--- src/rtl/fp_add_pipe_if.sv ---
// Operand/result handshake bundle for fp_add_pipe: valid/ready in and out plus packed operands and result fields.
interface fp_add_pipe_if #(
  parameter int EXP_W = 8,
  parameter int MAN_W = 23
);
  logic                   in_valid;
  logic                   in_ready;
  logic                   op;
  logic [EXP_W+MAN_W:0]   A_FP;
  logic [EXP_W+MAN_W:0]   B_FP;
  logic                   out_valid;
  logic                   out_ready;
  logic                   sign;
  logic [EXP_W-1:0]       exponent;
  logic [MAN_W-1:0]       mantissa;

  modport master (
    output in_valid, op, A_FP, B_FP, out_ready,
    input  in_ready, out_valid, sign, exponent, mantissa
  );

  modport slave (
    input  in_valid, op, A_FP, B_FP, out_ready,
    output in_ready, out_valid, sign, exponent, mantissa
  );
endinterface

--- src/rtl/fp_add_pipe.sv ---
// 3-stage parametrised FP add/sub (align, add, normalise/round/pack) with a global stall.
// Define FP_ADD_RNE_EN for round-to-nearest-even; otherwise results are truncated.
module fp_add_pipe #(
  parameter int EXP_W = 8,
  parameter int MAN_W = 23
) (
  input  logic         clk,
  input  logic         rst_n,
  fp_add_pipe_if.slave bus
);
  localparam int STAGES = 3;
  localparam int W      = 1 + EXP_W + MAN_W;
  localparam int MW     = MAN_W + 4;         // {1, man, G, R, S}
  localparam int SW     = MAN_W + 5;         // adder result incl. carry
  localparam int LZW    = $clog2(MW + 1);
  localparam int EW     = EXP_W + 2;         // room for under/overflow
  localparam logic [EXP_W-1:0] EMAX = '1;
  localparam logic [EXP_W-1:0] DMAX = EXP_W'(MAN_W + 3);
  localparam logic [W-1:0]     QNAN = {1'b0, EMAX, 1'b1, {(MAN_W-1){1'b0}}};

  typedef struct packed {
    logic             spec;
    logic [W-1:0]     spec_val;
    logic             sign;
    logic             sub;
    logic [EXP_W-1:0] expo;
    logic [MW-1:0]    mbig;
    logic [MW-1:0]    msml;
  } s1_t;

  typedef struct packed {
    logic             spec;
    logic [W-1:0]     spec_val;
    logic             sign;
    logic [EXP_W-1:0] expo;
    logic [SW-1:0]    sum;
  } s2_t;

  logic [STAGES:1] r_vld_pipe;
  s1_t             r_s1, w_s1;
  s2_t             r_s2, w_s2;
  logic            r_sign;
  logic [EXP_W-1:0] r_exp;
  logic [MAN_W-1:0] r_man;
  logic            w_adv;

  assign w_adv         = !r_vld_pipe[STAGES] || bus.out_ready;
  assign bus.in_ready  = w_adv;
  assign bus.out_valid = r_vld_pipe[STAGES];
  assign bus.sign      = r_sign;
  assign bus.exponent  = r_exp;
  assign bus.mantissa  = r_man;

  // ---------------- stage 1: unpack, specials, swap, align ----------------
  logic             w_a_s, w_b_s, w_a_big;
  logic [EXP_W-1:0] w_a_e, w_b_e, w_d;
  logic [MAN_W-1:0] w_a_m, w_b_m;
  logic             w_a_zero, w_b_zero, w_a_inf, w_b_inf, w_a_nan, w_b_nan;
  logic [MW-1:0]    w_sml_ext, w_sh, w_mask;

  always_comb begin
    w_a_s = bus.A_FP[W-1];
    w_a_e = bus.A_FP[W-2:MAN_W];
    w_a_m = bus.A_FP[MAN_W-1:0];
    w_b_s = bus.B_FP[W-1] ^ bus.op;
    w_b_e = bus.B_FP[W-2:MAN_W];
    w_b_m = bus.B_FP[MAN_W-1:0];

    // zero exponent field covers subnormals too: they are flushed
    w_a_zero = (w_a_e == '0);
    w_b_zero = (w_b_e == '0);
    w_a_inf  = (w_a_e == EMAX) && (w_a_m == '0);
    w_b_inf  = (w_b_e == EMAX) && (w_b_m == '0);
    w_a_nan  = (w_a_e == EMAX) && (w_a_m != '0);
    w_b_nan  = (w_b_e == EMAX) && (w_b_m != '0);

    w_a_big = {w_a_e, w_a_m} >= {w_b_e, w_b_m};

    w_s1      = '0;
    w_s1.sub  = w_a_s ^ w_b_s;
    w_s1.sign = w_a_big ? w_a_s : w_b_s;
    w_s1.expo = w_a_big ? w_a_e : w_b_e;
    w_s1.mbig = w_a_big ? {1'b1, w_a_m, 3'b000} : {1'b1, w_b_m, 3'b000};
    w_sml_ext = w_a_big ? {1'b1, w_b_m, 3'b000} : {1'b1, w_a_m, 3'b000};
    w_d       = w_a_big ? (w_a_e - w_b_e) : (w_b_e - w_a_e);

    w_sh   = w_sml_ext >> w_d;
    w_mask = ~({MW{1'b1}} << w_d);
    if (w_d >= DMAX)
      w_s1.msml = {{(MW-1){1'b0}}, 1'b1};  // hidden bit guarantees a set sticky
    else
      w_s1.msml = {w_sh[MW-1:1], w_sh[0] | (|(w_sml_ext & w_mask))};

    if (w_a_nan || w_b_nan || (w_a_inf && w_b_inf && (w_a_s != w_b_s))) begin
      w_s1.spec = 1'b1;  w_s1.spec_val = QNAN;
    end else if (w_a_inf) begin
      w_s1.spec = 1'b1;  w_s1.spec_val = {w_a_s, EMAX, {MAN_W{1'b0}}};
    end else if (w_b_inf) begin
      w_s1.spec = 1'b1;  w_s1.spec_val = {w_b_s, EMAX, {MAN_W{1'b0}}};
    end else if (w_a_zero && w_b_zero) begin
      w_s1.spec = 1'b1;  w_s1.spec_val = {w_a_s & w_b_s, {(W-1){1'b0}}};
    end else if (w_a_zero) begin
      w_s1.spec = 1'b1;  w_s1.spec_val = {w_b_s, w_b_e, w_b_m};
    end else if (w_b_zero) begin
      w_s1.spec = 1'b1;  w_s1.spec_val = {w_a_s, w_a_e, w_a_m};
    end else if (w_s1.sub && ({w_a_e, w_a_m} == {w_b_e, w_b_m})) begin
      w_s1.spec = 1'b1;  w_s1.spec_val = '0;
    end
  end

  // ---------------- stage 2: magnitude add/sub ----------------
  always_comb begin
    w_s2          = '0;
    w_s2.spec     = r_s1.spec;
    w_s2.spec_val = r_s1.spec_val;
    w_s2.sign     = r_s1.sign;
    w_s2.expo     = r_s1.expo;
    w_s2.sum      = r_s1.sub ? ({1'b0, r_s1.mbig} - {1'b0, r_s1.msml})
                             : ({1'b0, r_s1.mbig} + {1'b0, r_s1.msml});
  end

  // ---------------- stage 3: normalise, round, pack ----------------
  logic [LZW-1:0]   w_lz;
  logic [MW-1:0]    w_m;
  logic [EW-1:0]    w_e;
  logic [MAN_W-1:0] w_frac;
  logic [W-1:0]     w_res;
  logic [3:0]       w_unused_bits;
`ifdef FP_ADD_RNE_EN
  logic             w_rnd;
  logic [MAN_W:0]   w_man_r;
`endif

  always_comb begin
    w_lz = LZW'(MW);
    for (int i = 0; i < MW; i++)
      if (r_s2.sum[i]) w_lz = LZW'(MW - 1 - i);
  end

  always_comb begin
    if (r_s2.sum[SW-1]) begin
      w_m = {r_s2.sum[SW-1:2], r_s2.sum[1] | r_s2.sum[0]};
      w_e = {2'b00, r_s2.expo} + EW'(1);
    end else begin
      w_m = r_s2.sum[MW-1:0] << w_lz;
      w_e = {2'b00, r_s2.expo} - {{(EW-LZW){1'b0}}, w_lz};
    end
    w_unused_bits = {w_m[MW-1], w_m[2:0]};

`ifdef FP_ADD_RNE_EN
    w_rnd   = w_m[2] & (w_m[1] | w_m[0] | w_m[3]);
    w_man_r = {1'b0, w_m[MW-2:3]} + {{MAN_W{1'b0}}, w_rnd};
    // carry out leaves the fraction at zero, only the exponent moves
    if (w_man_r[MAN_W]) w_e = w_e + EW'(1);
    w_frac  = w_man_r[MAN_W-1:0];
`else
    w_frac  = w_m[MW-2:3];
`endif

    if (r_s2.spec)
      w_res = r_s2.spec_val;
    else if ((r_s2.sum == '0) || ($signed(w_e) <= 0))
      w_res = {r_s2.sign, {(W-1){1'b0}}};
    else if ($signed(w_e) >= $signed({2'b00, EMAX}))
      w_res = {r_s2.sign, EMAX, {MAN_W{1'b0}}};
    else
      w_res = {r_s2.sign, w_e[EXP_W-1:0], w_frac};
  end

  always_ff @(posedge clk or negedge rst_n) begin
    if (!rst_n) begin
      r_vld_pipe <= '0;
      r_s1       <= '0;
      r_s2       <= '0;
      r_sign     <= 1'b0;
      r_exp      <= '0;
      r_man      <= '0;
    end else if (w_adv) begin
      r_vld_pipe <= {r_vld_pipe[STAGES-1:1], bus.in_valid};
      r_s1       <= w_s1;
      r_s2       <= w_s2;
      {r_sign, r_exp, r_man} <= w_res;
    end
  end
endmodule

--- src/flat_wrapper.sv ---
// flat-port wrapper written by rule: the top's interface ports become plain ports
module fp_add_pipe_flat 
#(
  parameter int EXP_W = 8,
  parameter int MAN_W = 23
)
  (clk, rst_n, bus_in_valid, bus_op, bus_A_FP, bus_B_FP, bus_out_ready, bus_in_ready, bus_out_valid, bus_sign, bus_exponent, bus_mantissa);
  fp_add_pipe_if #(.EXP_W(EXP_W), .MAN_W(MAN_W)) bus_i ();
  input  logic clk;
  input  logic rst_n;
  input wire logic [$bits(bus_i.in_valid)-1:0] bus_in_valid;
  input wire logic [$bits(bus_i.op)-1:0] bus_op;
  input wire logic [$bits(bus_i.A_FP)-1:0] bus_A_FP;
  input wire logic [$bits(bus_i.B_FP)-1:0] bus_B_FP;
  input wire logic [$bits(bus_i.out_ready)-1:0] bus_out_ready;
  output wire logic [$bits(bus_i.in_ready)-1:0] bus_in_ready;
  output wire logic [$bits(bus_i.out_valid)-1:0] bus_out_valid;
  output wire logic [$bits(bus_i.sign)-1:0] bus_sign;
  output wire logic [$bits(bus_i.exponent)-1:0] bus_exponent;
  output wire logic [$bits(bus_i.mantissa)-1:0] bus_mantissa;
  assign bus_i.in_valid = bus_in_valid;
  assign bus_i.op = bus_op;
  assign bus_i.A_FP = bus_A_FP;
  assign bus_i.B_FP = bus_B_FP;
  assign bus_i.out_ready = bus_out_ready;
  assign bus_in_ready = bus_i.in_ready;
  assign bus_out_valid = bus_i.out_valid;
  assign bus_sign = bus_i.sign;
  assign bus_exponent = bus_i.exponent;
  assign bus_mantissa = bus_i.mantissa;
  fp_add_pipe #(.EXP_W(EXP_W), .MAN_W(MAN_W)) u_core (.clk(clk), .rst_n(rst_n), .bus(bus_i));
endmodule
--- config.mk ---
export PLATFORM = sky130hd
export DESIGN_NAME = fp_add_pipe_flat
export DESIGN_NICKNAME = d
export VERILOG_FILES = /design/src/rtl/fp_add_pipe_if.sv /design/src/rtl/fp_add_pipe.sv /design/src/flat_wrapper.sv
export SDC_FILE = /design/constraint.sdc
export NUM_CORES = 1
export LEC_CHECK = 0
export ABC_CLOCK_PERIOD_IN_PS = 4700
export CAP_MARGIN = 15
export CORE_MARGIN = 2
export CORE_UTILIZATION = 30
export CTS_CLUSTER_DIAMETER = 60
export DETAILED_ROUTE_END_ITERATION = 12
export PLACE_DENSITY_LB_ADDON = 0.25
export SYNTH_ARGS = -nofsm -noshare
export SYNTH_HDL_FRONTEND = slang
export SYNTH_SLANG_ARGS = --single-unit
export TNS_END_PERCENT = 100
--- constraint.sdc ---
create_clock -name clk -period 4.7 [get_ports clk]
set_clock_uncertainty 0.05 [all_clocks]
set_input_delay 0.705 -clock clk [delete_from_list [all_inputs] [get_ports clk]]
set_output_delay 0.705 -clock clk [all_outputs]
set_load 0.005 [all_outputs]
---- Word-level counts from Yosys, hierarchy flattened ----
Cells that the tools add are included.
storage, ports and cells
  register bits after elaboration ......... 202
  bits of input ports ..................... 69
  output and inout port bits .............. 34
  word-level logic and storage cells ...... 107
operators by class
  add/sub/neg operators ................... 6
  magnitude comparators ................... 4
  eq/ne operators ......................... 4
  shift-type cells ........................ 3
  muxes and demuxes ....................... 46
  bitwise logic cells ..................... 7
  reduce and logical (&&, ||, !) cells .... 21
operators with widths
  cell                   count
  $mux 33                7
  $mux 5                 16
  $mux 26                3
  $mux 31                2
  $logic_not 23->1       2
  $reduce_bool 23->1     2
  $mux 32                1
  $mux 4                 8
  $eq 31x31->1           1
  $ge 31x31->1           1
  $add 27x27->28         1
  $logic_not 28->1       1
  $mux 28                1
  $sub 27x27->28         1
  $and 27x27->27         1
  $mux 27                1
  $not 27->27            1
  $reduce_or 27->1       1
  $shl 27x5->26          1
  $shl 27x8->27 const A  1
  $shr 27x8->27          1
  $eq 8x8->1 const B     2
  $logic_not 8->1        2
  $mux 8                 2
  16 further kinds       31

---- Logic depth before layout (Yosys ltp) ----
  depth after elaboration ................. 33
  depth in mapped cells ................... 23

---- Least setup slack after synthesis ----
Ideal clock, no wire load.
  kind .................................... reg2reg
  start point ............................. reg u_core.r_s2[25] (netlist name)
  end point ............................... reg u_core.r_man[22] (netlist: u_core.bus.mantissa[22])
  library setup time ...................... 0.082 ns
  data arrival time ....................... 5.044 ns
  setup slack ............................. -0.477 ns
  stages on the path, launching flop included .. 22
  buffers on the path ..................... 1
  clock period less this slack ............ 5.177 ns
  cells stage by stage .................... dfrtp_1 -> clkbuf_1 -> nor2b_1 -> nor3_1 -> a211oi_2 -> a2111o_1 -> nand2_1 -> inv_2 -> ha_1 -> fa_1 -> nor2b_1 -> o21ai_0 -> a21boi_0 -> o41ai_1 -> xor2_1 -> or4_1 -> nor3_1 -> nor4_2 -> nand2_1 -> nor2_1 -> o21ai_0 -> o22ai_1
on the way
  word-level cells in the longest chain between the ends .. 8
  elaborated cells between the ends (all ways) .. 13
RTL lines
  element                                      RTL line                                RTL
  start: declaration                           fp_add_pipe.sv:41                       s2_t r_s2, w_s2;
  start signal: assignment                     fp_add_pipe.sv:181                      r_s2 <= w_s2;
  $mux 5 (2 in a row)                          fp_add_pipe.sv:137                      if (r_s2.sum[i]) w_lz = LZW'(MW - 1 - i);
  $sub 8x5->9                                  fp_add_pipe.sv:146                      w_e = {2'b00, r_s2.expo} - {{(EW-LZW){1'b0}}, w_lz};
  $mux 10                                      fp_add_pipe.sv:141                      if (r_s2.sum[SW-1]) begin
  $ge 10x9->1 or $le 10x1->1 (tied branches)   fp_add_pipe.sv:164, fp_add_pipe.sv:162
  $mux 31 or $logic_or 1x1->1 (tied branches)  fp_add_pipe.sv:164, fp_add_pipe.sv:162
  $mux 31 *                                    fp_add_pipe.sv:162                      else if ((r_s2.sum == '0) || ($signed(w_e) <= 0))
  $mux 32 *                                    fp_add_pipe.sv:160                      if (r_s2.spec)
  end signal: assignment                       fp_add_pipe.sv:182                      {r_sign, r_exp, r_man} <= w_res;
  end: declaration                             fp_add_pipe.sv:44                       logic [MAN_W-1:0] r_man;
Mark *: on every way between the ends. The rest lies on a longest branch, timed or not.
A chain may end at the register's enable or synchronous reset.

---- Worst setup path after layout ----
  start point ............................. reg u_core.r_s2[4] (netlist name)
  end point ............................... reg u_core.r_man[13] (netlist: u_core.bus.mantissa[13])
on the way
  word-level cells in the longest chain between the ends .. 29
  elaborated cells between the ends (all ways) .. 34
RTL lines
  element                                      RTL line
  $mux 4 (7 in a row)                          fp_add_pipe.sv:137
  $mux 5 (16 in a row)                         fp_add_pipe.sv:137
  $sub 8x5->9                                  fp_add_pipe.sv:146
  $mux 10                                      fp_add_pipe.sv:141
  $ge 10x9->1 or $le 10x1->1 (tied branches)   fp_add_pipe.sv:164, fp_add_pipe.sv:162
  $mux 31 or $logic_or 1x1->1 (tied branches)  fp_add_pipe.sv:164, fp_add_pipe.sv:162
  $mux 31 *                                    fp_add_pipe.sv:162
  $mux 32 *                                    fp_add_pipe.sv:160
Marks and branches as above.

==> flow_summary.ini <==
[run_status]
status = finished clean

[setup_path]
arrival_ps = 4890
cp_slowest_cell = or4_4
r2r_slack_ps = 90
crit_end = u_core.bus.mantissa[13]$_DFFE_PN0P_
cp_data_required_time_ps = 4980
crit_fanout = 6
max_stage_delay_ps = 550
worstSetupEndpointType = flip-flop
cpMostUsedCell = buf_4
path_buf_inv = 5
cp_cell_sequence = buf_4 -> inv_1 -> a21oi_1 -> o21bai_1 -> a221o_1 -> a2111o_1 -> nand2_4 -> inv_2 -> ha_1 -> fa_2 -> nor2b_2 -> o21ai_2 -> a21boi_2 -> buf_4 -> o31ai_1 -> or4_4 -> nor3_4 -> nor4_4 -> nand2_2 -> buf_4 -> nor2_2 -> a31oi_1 -> o21ai_0
cpLargestDelayFamily = compound AO/OA/AOI/OAI gates
cp-start-kind = flip-flop
critical_path_depth = 23
r2r-end = u_core.bus.mantissa[13]$_DFFE_PN0P_
r2r_start = u_core.r_s2[4]$_DFFE_PN0P_
criticalPathCategory = reg2reg
setup.worst_path.start = u_core.r_s2[4]$_DFFE_PN0P_
r2r_cells = 23

[cells_and_area]
drive_gt1_share_pct = 19.1
area.growth.synth_to_final_pct = 29.8
fin_util_pct = 39.6
nets = 2450
antenna_cells = 0
stdcell_count = 2999
nFillCells = 5298

[floorplan]
die_y_microns = 233
start_util_pct = 30.5
fp-row-count = 83
io_pins = 103
dieArea_sq_um = 54300
core_area_sq_um = 51600
die_w_microns = 233

[pwr]
clkPwrFrac_pct = 13.2
power.switching_mw = 5.20
leakagePower_nw = 9.15
combPwrFrac_pct = 63.6
ir_drop_mv = 0.330
power_frac_seq_pct = 23.2
intPower_mw = 5.99
pwr_density_cell_nw_per_um2 = 548
switching_share_pct = 46.5

[timing]
setup_slack_ps = 88.7
finalHoldViolations = 0
slew-limit-headroom_pct = 30.3
grt_setup_unrepaired = true
finalSetupViolations = 0
holdWs_ps = 257
final.min_clock_period_ps = 4610
fmax_ghz = 0.217
tightest_slew_ps = 1040
finalCritPeriodShare_pct = 98.1
final_max_slew_viol_count = 0

[logic_synthesis]
synthTopCellsByArea = dfrtp_1 32%, nand2_1 8.8%, ha_1 5.6%
synth_top_flop_cell = dfrtp_1
yosysTopAreaCellShare_pct = 31.7
syn_nets = 2138
synth_compound_area_share_pct = 24.2
synth_common_cells = 367 x nand2_1, 199 x dfrtp_1, 197 x nor2_1, 143 x a21oi_1, 138 x o21ai_0
muxShareOfSynthArea_pct = 7.76
ys_ff_latch = 199
yosysSeqAreaShare_pct = 31.7
synth_edf_count = 0
synth.largest_area_cell = dfrtp_1
yosysMostFrequentCell = nand2_1
synth_cell_types = 89
syn_inst = 1995
syn-cell-area_sq_um = 15700
yosys.area_share.simple_pct = 22.2
yosys_warnings = 0
synth-xor-area-share_pct = 3.29
ys_async_sr_fraction_pct = 100
synth_top_family_by_area = compound AO/OA/AOI/OAI gates
synth_fa_ha_area_share_pct = 6.03
synth.avg_cell_area_sq_um = 7.88

[clocking]
cts_root_buf = clkbuf_16
clock_path_buffers = 2
cts_tree = built
numCtsBuffers = 17
clkSinkCount = 199
path_clk_slew_ps = 80
insertion_delay_ps = 450
cts-hold-fix-buffers = 0
cts_max_level = 4

[global_routing]
antenna_found_initial = 0
grt-ovfl-total = 0
grt_max_degree = 164
grt_pass1_wl_microns = 96500
grt.total_usage_pct = 23.1
grt_pass1_vias = 16300

[routing]
ant_nets = 0
dr.pass1.iters = 7
route.detailed.drc = 0
via_per_inst = 5.44
wl_per_cell_microns = 20.9
dr.first_iter.drc_count = 1295
num_vias = 16300
wl_microns = 62700

[flow_run]
max_cap_violations = 0

[placement]
numPortBuffers = 102
dp.cells = 2960
place_ws_ps = -502
gp_congestion = 0.990
place_hpwl_microns = 48900

[worst_hold_path]
min-delay-path-class = in2async
-- how the worst min path moves through the flow --
stage | start | end | slack [ps] | depth (start not counted)
3_3_place_gp | u_core.r_vld_pipe[2]$_DFFE_PN0P_ | u_core.r_vld_pipe[2]$_DFFE_PN0P_ | 390 | 2
3_5_place_dp | u_core.r_vld_pipe[2]$_DFFE_PN0P_ | u_core.r_vld_pipe[2]$_DFFE_PN0P_ | 400 | 2
6_report | rst_n | u_core.bus.mantissa[18]$_DFFE_PN0P_ | 260 | 1
2_1_floorplan | rst_n | u_core.bus.exponent[0]$_DFFE_PN0P_ | 360 | 0
5_1_grt | rst_n | u_core.bus.mantissa[17]$_DFFE_PN0P_ | 340 | 1
4_1_cts | rst_n | u_core.bus.mantissa[17]$_DFFE_PN0P_ | 340 | 1
-- sequential cells by signal, indices dropped and copies added (netlist names) --
register and flops:
u_core.bus.mantissa 23, u_core.bus.sign 1, u_core.r_vld_pipe 3, u_core.bus.exponent 8, u_core.r_s1 94, u_core.r_s2 70
-- logic make-up after synthesis --
logic type / count (synthesis)
muxes: 102
AOI/OAI and AO/OA: 584
DFF: 199
buffers and inverters: 193
adders and majority gates: 74
and+or+nand+nor: 784
xor gates and xnor gates: 59
-- timing repair --
| action | CTS | global route |
|---|---|---|
| gates cloned | 0 | 1 |
| buffers inserted | 0 | 7 |
| gates resized for setup | 7 | 51 |
| pin swaps | 1 | 16 |
| endpoints found under the setup margin | 18 | 40 |
-- metrics by stage --
stage          total power [mW]  TNS (ps)  area [sq um]
5_1_grt                    11.9      -774         20400
4_1_cts                    10.9     -29.7         20100
2_1_floorplan              6.51         0         15800
6_report                   11.2         0         20400
3_5_place_dp               9.38    -10210         19500
3_3_place_gp               9.38     -8340         19500
-- power groups by stage --
stage	Clock, mW	Combinational [mW]	Sequential, mW
after floorplan	0	4.03	2.48
after global routing	1.57	7.71	2.65
after detailed placement	0	6.77	2.61
after CTS	1.51	6.82	2.58
after global placement	0	6.78	2.60
final	1.48	7.11	2.59
-- per-layer routing --
| metal | routed length [microns] | GRT usage (%) | vias up |
|---|---|---|---|
| met5 | 0 | 0 | - |
| met4 | 2650 | 9.55 | 0 |
| met3 | 2560 | 2.49 | 121 |
| met2 | 29100 | 38.5 | 530 |
| met1 | 28300 | 30.5 | 7815 |
| li1 | - | - | 7840 |
-- area by class of cell --
type	count	area, sq um	area share [%]
Multi-Input combinational cell	1604	10300	50.3
Inverter	80	305	1.50
Sequential cell	199	4980	24.4
Tap cell	680	851	4.17
Clock inverter	12	141	0.692
Clock buffer	19	443	2.17
Timing Repair Buffer	405	3430	16.8
-- cells in the final DEF (no fill, tap or decap), types with 6 or more instances in the layout --
cell               n
a211oi_1          23
a21o_1            23
a21oi_1          139
a221o_1           10
a221oi_1          22
a22o_1             9
a22oi_1           33
a31oi_1           44
and2_1            11
and3_1            14
buf_12             7
buf_4            291
clkbuf_16         17
clkdlybuf4s50_1  101
dfrtp_1          199
ha_1              70
inv_1             77
mux2_2            20
mux2i_1           66
mux4_2            14
nand2_1          365
nand2b_1          23
nand3_1           28
nand4_1           19
nor2_1           192
nor2b_1           22
nor3_1            30
nor4_1            26
o2111ai_1          7
o211ai_1          11
o21a_1            14
o21ai_0          131
o21bai_1          10
o22ai_1           14
o31ai_1           10
or3_1              6
xnor2_1           39
xor2_1            17
No activity file was read; power rests on OpenSTA's default activity.
==> edit 1, RTL diff (config.mk and constraints unchanged) <==
Change the localparam `STAGES` from 3 to 5.
--- a/src/rtl/fp_add_pipe.sv
+++ b/src/rtl/fp_add_pipe.sv
@@ -9,5 +9,5 @@
   fp_add_pipe_if.slave bus
 );
-  localparam int STAGES = 3;
+  localparam int STAGES = 5;
   localparam int W      = 1 + EXP_W + MAN_W;
   localparam int MW     = MAN_W + 4;         // {1, man, G, R, S}
Formal check against the unedited RTL: not equivalent (a bounded check fails within 4 cycles, from zero or initial values and one cycle with rst_n low).
==> edit 1 against the original RTL <==
Sequential share of layout area up 0.49 points; routed wire length up 0.30%; final area down 0.99%; fmax up 0.75%; worst hold slack worse by 46 ps; sequential cell count up 2; final cell count down 1.8%; worst setup slack better by 34 ps; area after synthesis down 1.1%; first-iteration DRC count down 0.77%; global-route usage up 0.14 points; sequential power up 7%; power up 4.1%; critical endpoint is now u_core.bus.mantissa[4]$_DFFE_PN0P_; largest power group unchanged; highest routed layer is now met5.
==> edit 1: results (changes against the original RTL) <==
status: "complete, no violations"
route.met3.wl_mm: 2.88  # +12%
grt_max_degree: 188  # +15%
fillers: 5391  # +1.8%
worst_slew_pin_slew_ps: 975  # -62.7 ps
use_met3_pct: 2.36  # -0.13 points
cts_setup_buffers: 1  # +1
regArea_um2: 5030  # +1.0%
synth_nets: 2095  # -2.0%
vdd_ir_drop_max_uv: 299  # -9.3%
synthTopCellsByArea: "dfrtp_1 32%, nand2_1 8.3%, mux2i_1 7.1%"
first_pass_iters: 6  # -1
drtIter0Drc: 1285  # -0.77%
grt_use_met1_pct: 32.0  # +1.4 points
wire_per_inst_um: 21.3  # +2.1%
nNetsFinal: 2391  # -2.4%
synth_seq_area_share_pct: 32.3  # +0.67 points
cp_data_arrival_time_ps: 4950  # +60 ps
syn_area_per_cell_um2: 7.97  # +1.1%
clk_pin_slew_ps: 60  # -20 ps
drive_gt1_share_pct: 18.2  # -0.92 points
wl_mm: 62.8  # +0.30%
rr_worst_depth: 22  # -4.3%
detailed_place_hpwl_mm: 50.6  # +3.5%
top_layer: "met5"
p_leak_nw: 9.12  # -0.37%
startpoint: "u_core.r_s2[2]$_DFFE_PN0P_"
hold_ws_ps: 211  # -46.3 ps
hp-class: "input port to async pin"
first_global_vias: 15457  # -5.1%
reg2reg_slack_ps: 120  # +30 ps
place_area_um2: 19200  # -1.4%
place_ws_ps: -345  # +158 ps
clock_latency_ps: 530  # +80 ps
crit_fanout: 7  # +1
clockBufferDepth: 3  # +1
vias: 15712  # -3.6%
r2r-end: "u_core.bus.mantissa[4]$_DFFE_PN0P_"
track_usage_pct: 23.3  # +0.14 points
max_stage_delay_ps: 440  # -110 ps
gr-usage-met2_pct: 37.6  # -0.88 points
cts_made_buffers: 25  # +8
dp_cells: 2902  # -2.0%
wl_met2_mm: 28.5  # -2.2%
netlist_top_cells_count: "343 x nand2_1, 201 x dfrtp_1, 182 x nor2_1, 162 x o21ai_0, 151 x a21oi_1"
r2r-start: "u_core.r_s2[2]$_DFFE_PN0P_"
-- edit 1: cell count changes in the layout (fill, tap and decap cells not counted), sizes merged, moves of 16 or more --
cell	unedited run	this run
mux2i	68	110
buf	303	287
o21ai	140	165
nand2	367	345
a31oi	46	24
-- edit 1: area by class of cell --
cell class | instances | area share (%)
clock buffer | 31 | 3.31
clock inverter | 14 | 0.613
inverter | 74 | 1.39
multi-input combinational | 1557 | 49.4
sequential | 201 | 24.9
tap | 680 | 4.21
timing repair buffer | 389 | 16.2
-- edit 1: report_power, final --
part,internal (W),switching (W),total [W]
clock network,0.00108,0.000772,0.00185
registers,0.00225,0.000520,0.00277
logic,0.00306,0.00396,0.00703
-- edit 1: kinds of logic after synthesis --
logic type,share of synthesized area (%)
and+or+nand+nor,21.3
AOI/OAI and AO/OA,22.3
DFF,32.3
buffers and inverters,5.06
muxes,9.63
adders and majority gates,6.10
xor gates and xnor gates,3.26
==> edit 2, RTL diff (same flow settings) <==
Made on the original files. Make the reset (`rst_n`) synchronous in one clocked block.
--- a/src/rtl/fp_add_pipe.sv
+++ b/src/rtl/fp_add_pipe.sv
@@ -168,5 +168,5 @@
   end
 
-  always_ff @(posedge clk or negedge rst_n) begin
+  always_ff @(posedge clk) begin
     if (!rst_n) begin
       r_vld_pipe <= '0;
Check against the original RTL: not equivalent (Yosys sat finds a counterexample within 4 cycles, from zero or initial values and one cycle with rst_n low; the reset may be asserted at any time).
==> edit 2 against the original RTL <==
Routed wire length shrank 0.32%; utilization shrank 1.5 points; count of clock-buffer cells in the layout is the same; area after synthesis is essentially flat; sequential cell count is the same; power shrank 23%; global-route usage shrank 0.22 points; combinational power shrank 29%; sequential share of layout area shrank 4.1 points; largest cell class unchanged; worst hold slack gained 150 ps; final area shrank 3.7%; die area is essentially flat; largest power group unchanged; worst setup slack gained 74 ps.
==> edit 2: results (changes against the original RTL) <==
crit_fanout: 11  # +5
vdd_ir_drop_max_uv: 342  # +3.8%
vias_per_cell: 5.59  # +2.9%
first_pass_iters: 5  # -2
gp_congestion: 0.939  # -5.1%
rr_worst_depth: 21  # -8.7%
synth_seq_area_share_pct: 25.3  # -6.3 points
regArea_um2: 3990  # -20%
nNetsFinal: 2448  # -0.082%
hp-class: "flop to flop"
critical-path-slowest-cell: "a2111oi_0"
muxShareOfSynthArea_pct: 8.44  # +0.67 points
clock_latency_ps: 490  # +40 ps
max_stage_delay_ps: 670  # +120 ps
syn_area_per_cell_um2: 7.56  # -4.1%
netlist_top_cells_count: "288 x nand2_1, 221 x a21oi_1, 199 x dfxtp_1, 167 x nor2_1, 161 x o21ai_0"
seqPwrFrac_pct: 24.2  # +1.0 points
first_global_vias: 15870  # -2.5%
async_flop_share_pct: 0  # -100 points
synth_xor_area_share_pct: 3.24  # -0.050 points
yosysUniqueCellTypes: 108  # +21%
status: "complete, no violations"
fin_cells: 2998  # -0.033%
max_slew_margin_pct: 40.5  # +10 points
fillers: 5364  # +1.2%
cp_data_arrival_time_ps: 4830  # -60 ps
synthTopCellsByArea: "dfxtp_1 25%, a21oi_1 7.0%, nand2_1 6.9%"
drive_gt1_share_pct: 17.2  # -1.9 points
track_usage_pct: 22.9  # -0.22 points
drtIter0Drc: 1518  # +17%
place_ws_ps: -437  # +64.8 ps
synth_nets: 2224  # +4.0%
## edit 2: changes by cell type in the layout (fill, tap and decap cells not counted), sizes merged, moves of 16 or more
| cell | unedited run | this run |
|---|---|---|
| a21oi | 143 | 222 |
| a22o | 9 | 25 |
| a22oi | 33 | 11 |
| a31oi | 46 | 14 |
| buf | 303 | 251 |
| dfrtp | 199 | 0 |
| dfxtp | 0 | 199 |
| nand2 | 367 | 292 |
| nor2 | 198 | 170 |
| o211ai | 11 | 65 |
| o21ai | 140 | 170 |
## edit 2: path summary, 6_finish.rpt
check / from / endpoint / slack (ps)
setup / recovery: bus_B_FP[23] / u_core.r_s1[0]$_SDFFE_PN0P_ / 160
hold / removal: u_core.r_s1[63]$_SDFFE_PN0P_ / u_core.r_s1[63]$_SDFFE_PN0P_ / 400
setup reg to reg: u_core.r_s2[2]$_SDFFE_PN0P_ / u_core.bus.mantissa[14]$_SDFFE_PN0P_ / 170
hold reg to reg: u_core.r_s1[63]$_SDFFE_PN0P_ / u_core.r_s1[63]$_SDFFE_PN0P_ / 400
## edit 2: worst max-delay path, delay by kind of cell
family	cells	cell delay [ps]
fa+ha+maj	2	580
compound gates	8	2300
buf+inv	4	840
simple gates	3	390
## edit 2: layer usage
metal  part of all wire [%]  track usage (%)  routed length, um  vias to the layer above
li1                       -                -                  -                     8099
met5                      0                0                  0                        -
met1                     47             31.9              29500                     8000
met4                    3.1             8.14               1970                        0
met2                     44             36.2              27700                      571
met3                    5.2             2.94               3220                      100
## edit 2: layout make-up
cell class / count / area share, %
clock buffer: 19 / 2.30
clock inverter: 13 / 0.764
inverter: 73 / 1.44
multi-input combinational: 1662 / 55.8
sequential: 199 / 20.3
tap: 680 / 4.33
timing repair buffer: 352 / 15.1
